## config.mk

```make
export PLATFORM = sky130hd
export DESIGN_NAME = move_input_ctrl
export DESIGN_NICKNAME = d
export VERILOG_FILES = /design/src/rtl/move_input_ctrl.sv
export SDC_FILE = /design/constraint.sdc
export NUM_CORES = 1
export LEC_CHECK = 0
export ABC_AREA = 1
export BUFFER_PORTS_ARGS = -buffer_cell sky130_fd_sc_hd__buf_2
export CAP_MARGIN = 20
export CORE_MARGIN = 5
export CORE_UTILIZATION = 40
export DETAILED_ROUTE_END_ITERATION = 12
export GPL_TIMING_DRIVEN = 0
export SLEW_MARGIN = 30
export SYNTH_ARGS = -nofsm -noshare
export SYNTH_HDL_FRONTEND = slang
export SYNTH_SLANG_ARGS = --single-unit
```

## constraint.sdc

```tcl
create_clock -name i_Clk -period 4.4 [get_ports i_Clk]
set_input_delay 0.88 -clock i_Clk [delete_from_list [all_inputs] [get_ports i_Clk]]
set_output_delay 0.88 -clock i_Clk [all_outputs]
set_load 0.01 [all_outputs]
```

## src/rtl/move_input_ctrl.sv

```systemverilog
`default_nettype none
// ============================================================================
// Module      : move_input_ctrl
// Description : Button front end for the frogger game. Synchronizes and
//               debounces five raw buttons, turns Start into a one-cycle
//               game-start pulse and turns the four directions into
//               one-cycle move pulses with hold-to-repeat behaviour.
// Revision    : 1.0 - initial release
// ============================================================================
module move_input_ctrl #(
  parameter int c_DEBOUNCE_LIMIT = 250000,
  parameter int c_REPEAT_DELAY   = 12500000,
  parameter int c_REPEAT_PERIOD  = 5000000
) (
  input  logic       i_Clk,
  input  logic       i_Rst_L,
  input  logic       i_Up_Btn,
  input  logic       i_Down_Btn,
  input  logic       i_Left_Btn,
  input  logic       i_Right_Btn,
  input  logic       i_Start_Btn,
  input  logic       i_Move_Enable,
  output logic       o_Up_Mvt,
  output logic       o_Down_Mvt,
  output logic       o_Left_Mvt,
  output logic       o_Right_Mvt,
  output logic       o_Game_Start,
  output logic [4:0] o_Btn_State
);

  // Counter widths; guarded so a limit of 1 still yields a 1-bit counter.
  localparam int c_DB_W    = (c_DEBOUNCE_LIMIT > 1) ? $clog2(c_DEBOUNCE_LIMIT) : 1;
  localparam int c_RPT_MAX = (c_REPEAT_DELAY > c_REPEAT_PERIOD) ? c_REPEAT_DELAY
                                                                 : c_REPEAT_PERIOD;
  localparam int c_RPT_W   = (c_RPT_MAX > 1) ? $clog2(c_RPT_MAX) : 1;

  localparam logic [c_DB_W-1:0]  c_DB_TOP  = c_DB_W'(c_DEBOUNCE_LIMIT - 1);
  localparam logic [c_DB_W-1:0]  c_DB_ONE  = c_DB_W'(1);
  localparam logic [c_RPT_W-1:0] c_DLY_TOP = c_RPT_W'(c_REPEAT_DELAY - 1);
  localparam logic [c_RPT_W-1:0] c_PER_TOP = c_RPT_W'(c_REPEAT_PERIOD - 1);
  localparam logic [c_RPT_W-1:0] c_RPT_ONE = c_RPT_W'(1);

  typedef enum logic [1:0] {
    S_IDLE   = 2'd0,
    S_DELAY  = 2'd1,
    S_REPEAT = 2'd2
  } t_rpt_state;

  // Button vector order: {Start, Right, Left, Down, Up}, bit 0 = Up.
  logic [4:0] w_Raw;
  logic [4:0] r_Sync1;
  logic [4:0] r_Sync2;
  logic [4:0] w_Db;
  logic [4:0] r_Db_Prev;
  logic [3:0] w_Rise;

  logic               r_Game_Start;
  logic [3:0]         r_Mvt;
  t_rpt_state         r_State;
  t_rpt_state         w_State_Next;
  logic [1:0]         r_Dir;
  logic [1:0]         w_Dir_Next;
  logic [c_RPT_W-1:0] r_Rpt_Cnt;
  logic [c_RPT_W-1:0] w_Cnt_Next;
  logic [3:0]         w_Mvt_Next;
  logic [3:0]         w_Dir_Oh;
  logic               w_Dir_Held;
  logic [3:0]         w_Cand;
  logic               w_Win_Valid;
  logic [1:0]         w_Win_Dir;

  assign w_Raw = {i_Start_Btn, i_Right_Btn, i_Left_Btn, i_Down_Btn, i_Up_Btn};

  // Two-flop synchronizer for every raw button.
  always_ff @(posedge i_Clk) begin
    if (!i_Rst_L) begin
      r_Sync1 <= '0;
      r_Sync2 <= '0;
    end else begin
      r_Sync1 <= w_Raw;
      r_Sync2 <= r_Sync1;
    end
  end

  generate
    for (genvar g = 0; g < 5; g++) begin : g_debounce
      logic [c_DB_W-1:0] r_Cnt;
      logic              r_Level;

      // Accept a new level only after it has been seen for the full limit.
      always_ff @(posedge i_Clk) begin
        if (!i_Rst_L) begin
          r_Cnt   <= '0;
          r_Level <= 1'b0;
        end else if (r_Sync2[g] == r_Level) begin
          r_Cnt   <= '0;
        end else if (r_Cnt == c_DB_TOP) begin
          r_Cnt   <= '0;
          r_Level <= ~r_Level;
        end else begin
          r_Cnt   <= r_Cnt + c_DB_ONE;
        end
      end

      assign w_Db[g] = r_Level;
    end
  endgenerate

  assign w_Rise     = w_Db[3:0] & ~r_Db_Prev[3:0];
  assign w_Dir_Oh   = 4'b0001 << r_Dir;
  assign w_Dir_Held = |(w_Db[3:0] & w_Dir_Oh);

  // Edge history and start pulse; start ignores the move enable.
  always_ff @(posedge i_Clk) begin
    if (!i_Rst_L) begin
      r_Db_Prev    <= '0;
      r_Game_Start <= 1'b0;
    end else begin
      r_Db_Prev    <= w_Db;
      r_Game_Start <= w_Db[4] & ~r_Db_Prev[4];
    end
  end

  // Pick the winning new press: Up > Down > Left > Right; the tracked direction is excluded while active.
  always_comb begin
    w_Cand = w_Rise;
    if (r_State != S_IDLE) begin
      w_Cand = w_Rise & ~w_Dir_Oh;
    end
    w_Win_Valid = |w_Cand;
    w_Win_Dir   = 2'd0;
    if (w_Cand[0]) begin
      w_Win_Dir = 2'd0;
    end else if (w_Cand[1]) begin
      w_Win_Dir = 2'd1;
    end else if (w_Cand[2]) begin
      w_Win_Dir = 2'd2;
    end else if (w_Cand[3]) begin
      w_Win_Dir = 2'd3;
    end
  end

  // Repeat FSM next-state, next direction, repeat counter and move pulse.
  always_comb begin
    w_State_Next = r_State;
    w_Dir_Next   = r_Dir;
    w_Cnt_Next   = r_Rpt_Cnt;
    w_Mvt_Next   = 4'b0000;
    if (!i_Move_Enable) begin
      w_State_Next = S_IDLE;
      w_Cnt_Next   = '0;
    end else begin
      case (r_State)
        S_IDLE: begin
          w_Cnt_Next = '0;
          if (w_Win_Valid) begin
            w_Mvt_Next   = 4'b0001 << w_Win_Dir;
            w_Dir_Next   = w_Win_Dir;
            w_State_Next = S_DELAY;
          end
        end
        S_DELAY, S_REPEAT: begin
          if (w_Win_Valid) begin
            w_Mvt_Next   = 4'b0001 << w_Win_Dir;
            w_Dir_Next   = w_Win_Dir;
            w_Cnt_Next   = '0;
            w_State_Next = S_DELAY;
          end else if (!w_Dir_Held) begin
            w_Cnt_Next   = '0;
            w_State_Next = S_IDLE;
          end else if (r_Rpt_Cnt == ((r_State == S_DELAY) ? c_DLY_TOP : c_PER_TOP)) begin
            w_Mvt_Next   = w_Dir_Oh;
            w_Cnt_Next   = '0;
            w_State_Next = S_REPEAT;
          end else begin
            w_Cnt_Next   = r_Rpt_Cnt + c_RPT_ONE;
          end
        end
        default: begin
          w_Cnt_Next   = '0;
          w_State_Next = S_IDLE;
        end
      endcase
    end
  end

  // Repeat FSM state, tracked direction, counter and registered move pulses.
  always_ff @(posedge i_Clk) begin
    if (!i_Rst_L) begin
      r_State   <= S_IDLE;
      r_Dir     <= 2'd0;
      r_Rpt_Cnt <= '0;
      r_Mvt     <= 4'b0000;
    end else begin
      r_State   <= w_State_Next;
      r_Dir     <= w_Dir_Next;
      r_Rpt_Cnt <= w_Cnt_Next;
      r_Mvt     <= w_Mvt_Next;
    end
  end

  assign o_Up_Mvt     = r_Mvt[0];
  assign o_Down_Mvt   = r_Mvt[1];
  assign o_Left_Mvt   = r_Mvt[2];
  assign o_Right_Mvt  = r_Mvt[3];
  assign o_Game_Start = r_Game_Start;
  assign o_Btn_State  = w_Db;

endmodule
`default_nettype wire

```

==> impl_metrics.ini <==
[layout]
finish.net_count = 1002
areaGrowthSynthToFinish_pct = 14.2
antennaDiodeCount = 0
finalNonFillerCells = 1218
drive_above_1_share = 0.0962

[routing]
via_per_inst = 4.66
wirelength_um = 13300
drt-initial-drc-count = 273
via_count = 5676
drt-pass1-iter-count = 5
final_antenna_net_count = 0
drc = 0
post_drt_wl_per_cell_um = 10.9

[synthesis]
synth-async-reset-ratio = 0
yosysWarningCount = 0
yosys_most_used_dff = dfxtp_1
synth_edf_count = 0
ys_seq_elements = 143
yosysUniqueCellTypes = 39
ys_seq_area_frac = 0.421
syn_area_per_cell_um2 = 7.16
syn_area_um2 = 6800
postSynthCellCount = 950
syn_nets = 967

[placement]
dpl.cell_count = 1186
place_congestion = 0.840
io_buffers = 16
dp_hpwl_um = 9770

[critical_path]
cp-end-kind = flop
cp_data_arrival_time_ns = 2.40
path_max_fanout = 5
crit_type = flop to flop
start_kind = flop
required_ns = 4.73

[timing]
drv_slew = 0
fin_worst_skew_ns = 0.0135
setup_violations = 0
relSlewSlack = 0.622
fin_crit_sh = 0.469
tns_ns = 0
hold_viol = 0
period_minus_slack_ns = 2.06
timing.fmax_ghz = 0.484
rsz0062_at_grt = false
worstMarginPinSlew_ns = 0.562

[clock_tree]
clk_latency_ns = 0.42
cts_tree = done
cts_resized = 0
post-cts-setup-buffers = 0
cts_htree_levels = 4
cts_sinks = 143
clk_pin_slew_worst_paths_ns = 0.07
numCtsBuffers = 17
hold_buffers = 0
root_buffer = clkbuf_16
clockBufferDepth = 2

[worst_hold_path]
min_path_type = flop to flop

[floorplan]
core_um2 = 16600
die_w_um = 140
die_h_um = 140
io_pins = 18
rows = 47
start_util = 0.409
die-area_um2 = 19700

[global_routing]
grt_overflow = 0
grt_start_max_net_pins = 17
grt_first_pass_wirelength_um = 23200
track_usage = 0.140
antenna_found_initial = 0
grt_pass1_vias = 5252

[power]
pwr_density_cell_nw_per_um2 = 363
comb_power_share = 0.010
finalPower_w = 0.00282
p_sw_frac = 0.215
power.clock.fraction = 0.528
ir_worst_vdd_v = 0.000287
intPower_w = 0.00221
p_switching_w = 0.000606
p_leak_nw = 2.86
p_seq_frac = 0.462

[status]
status = finished clean

[run]
drv_cap = 0
-- state kept, by name, summed over array words and instances (netlist names), 4 cells and up --
| register | cells |
|---|---|
| r_Mvt | 4 |
| r_Db_Prev | 5 |
| r_Rpt_Cnt | 24 |
| g_debounce.r_Level | 5 |
| g_debounce.r_Cnt | 90 |
| r_Sync2 | 5 |
| r_Sync1 | 5 |
-- stage by stage --
stage               hold WS, ns  setup slack [ns]  utilization  area [µm²]
floorplan                 0.368              2.50            -        6800
global placement          0.372              2.01        0.430        7160
detailed placement        0.378              1.98        0.430        7160
CTS                       0.388              2.32        0.467        7770
global route              0.397              2.14        0.467        7770
finish                    0.384              2.34        0.467        7770
-- path summary, 6_finish.rpt --
check	from	to	slack, ns	depth (start not counted)
setup / recovery	r_Rpt_Cnt[0]	r_Mvt[2]	2.34	9
hold / removal	r_Db_Prev[4]	o_Game_Start	0.38	1
setup reg to reg	r_Rpt_Cnt[0]	r_Mvt[2]	2.34	9
hold reg to reg	r_Db_Prev[4]	o_Game_Start	0.38	1
-- cell families (layout without fill, tap and decap cells) --
logic type | after synthesis | in the layout | share of synthesized area
and+or+nand+nor | 524 | 524 | 0.353
buffers and inverters | 157 | 205 | 0.0942
DFF | 143 | 143 | 0.421
AOI/OAI and AO/OA | 75 | 75 | 0.0618
xor gates and xnor gates | 42 | 42 | 0.0541
adders and majority gates | 9 | 9 | 0.0166
-- final cells by class --
class	instances	area (µm²)
Multi-Input combinational cell	650	3300
Sequential cell	143	2860
Clock inverter	14	181
Inverter	139	522
Clock buffer	18	429
Tap cell	220	275
Buffer	18	119
Fill cell	1684	8870
Timing Repair Buffer	16	80.1
-- placed cells by master (no fill, tap or decap), types with 2 or more instances in the layout --
master,count
bufinv_16,3
clkbuf_16,17
nor4_1,11
or2_2,5
buf_6,3
nor3_1,37
nor3_2,4
nand2_1,183
buf_4,6
nand3_1,48
clkbuf_1,5
nand3b_1,8
clkinv_2,2
buf_2,21
ha_1,9
inv_6,3
o21bai_1,2
xnor2_1,7
nand2_2,4
inv_8,2
o21ai_0,21
clkinvlp_4,2
inv_2,2
inv_1,137
a21oi_2,5
clkinv_4,2
nor2_2,8
a31oi_1,2
o31ai_1,2
and3_1,3
dfxtp_1,143
nand4_1,28
nor2_1,161
a21oi_1,39
xor2_1,35
nor3b_1,18
-- layer usage --
layer  global-route usage  part of all wire  vias up
li1                     -                 -     3105
met1                0.180              0.51     2517
met2                0.233              0.46       48
met3               0.0327             0.021        6
met4               0.0459            0.0055        0
met5                    0                 0        -
-- synth_stat cells (6+ instances only) --
cell,n,area share
nand3b_1,8,0.0088
xor2_1,35,0.045
nand3_1,48,0.035
buf_4,6,0.0066
xnor2_1,7,0.0090
a21oi_1,39,0.029
o21ai_0,21,0.015
nand2_1,183,0.10
nor2_1,161,0.089
nor4_1,11,0.010
inv_1,137,0.076
ha_1,9,0.017
nor3_1,37,0.027
dfxtp_1,143,0.42
nand4_1,28,0.026
nor2_2,8,0.0074
nor3b_1,18,0.020
-- power groups by stage --
stage	clock (W)	sequential, W	combinational (W)
after global routing	0.00158	0.00130	0.0000316
after CTS	0.00153	0.00130	0.0000279
final	0.00149	0.00130	0.0000270
after global placement	0	0.00133	0.0000276
after detailed placement	0	0.00133	0.0000278
after floorplan	0	0.00133	0.0000182
-- critical path, stage by stage, from the launching register on --
cell and delay (ns):
dfxtp_1 0.38, ha_1 0.19, nand2_1 0.09, nor2_1 0.34, nand2_1 0.09, nor2_1 0.11, nand3_1 0.08, nor2_1 0.34
nand3_1 0.13, a21oi_1 0.23
Note: power is estimated with default switching activity, not from simulation.
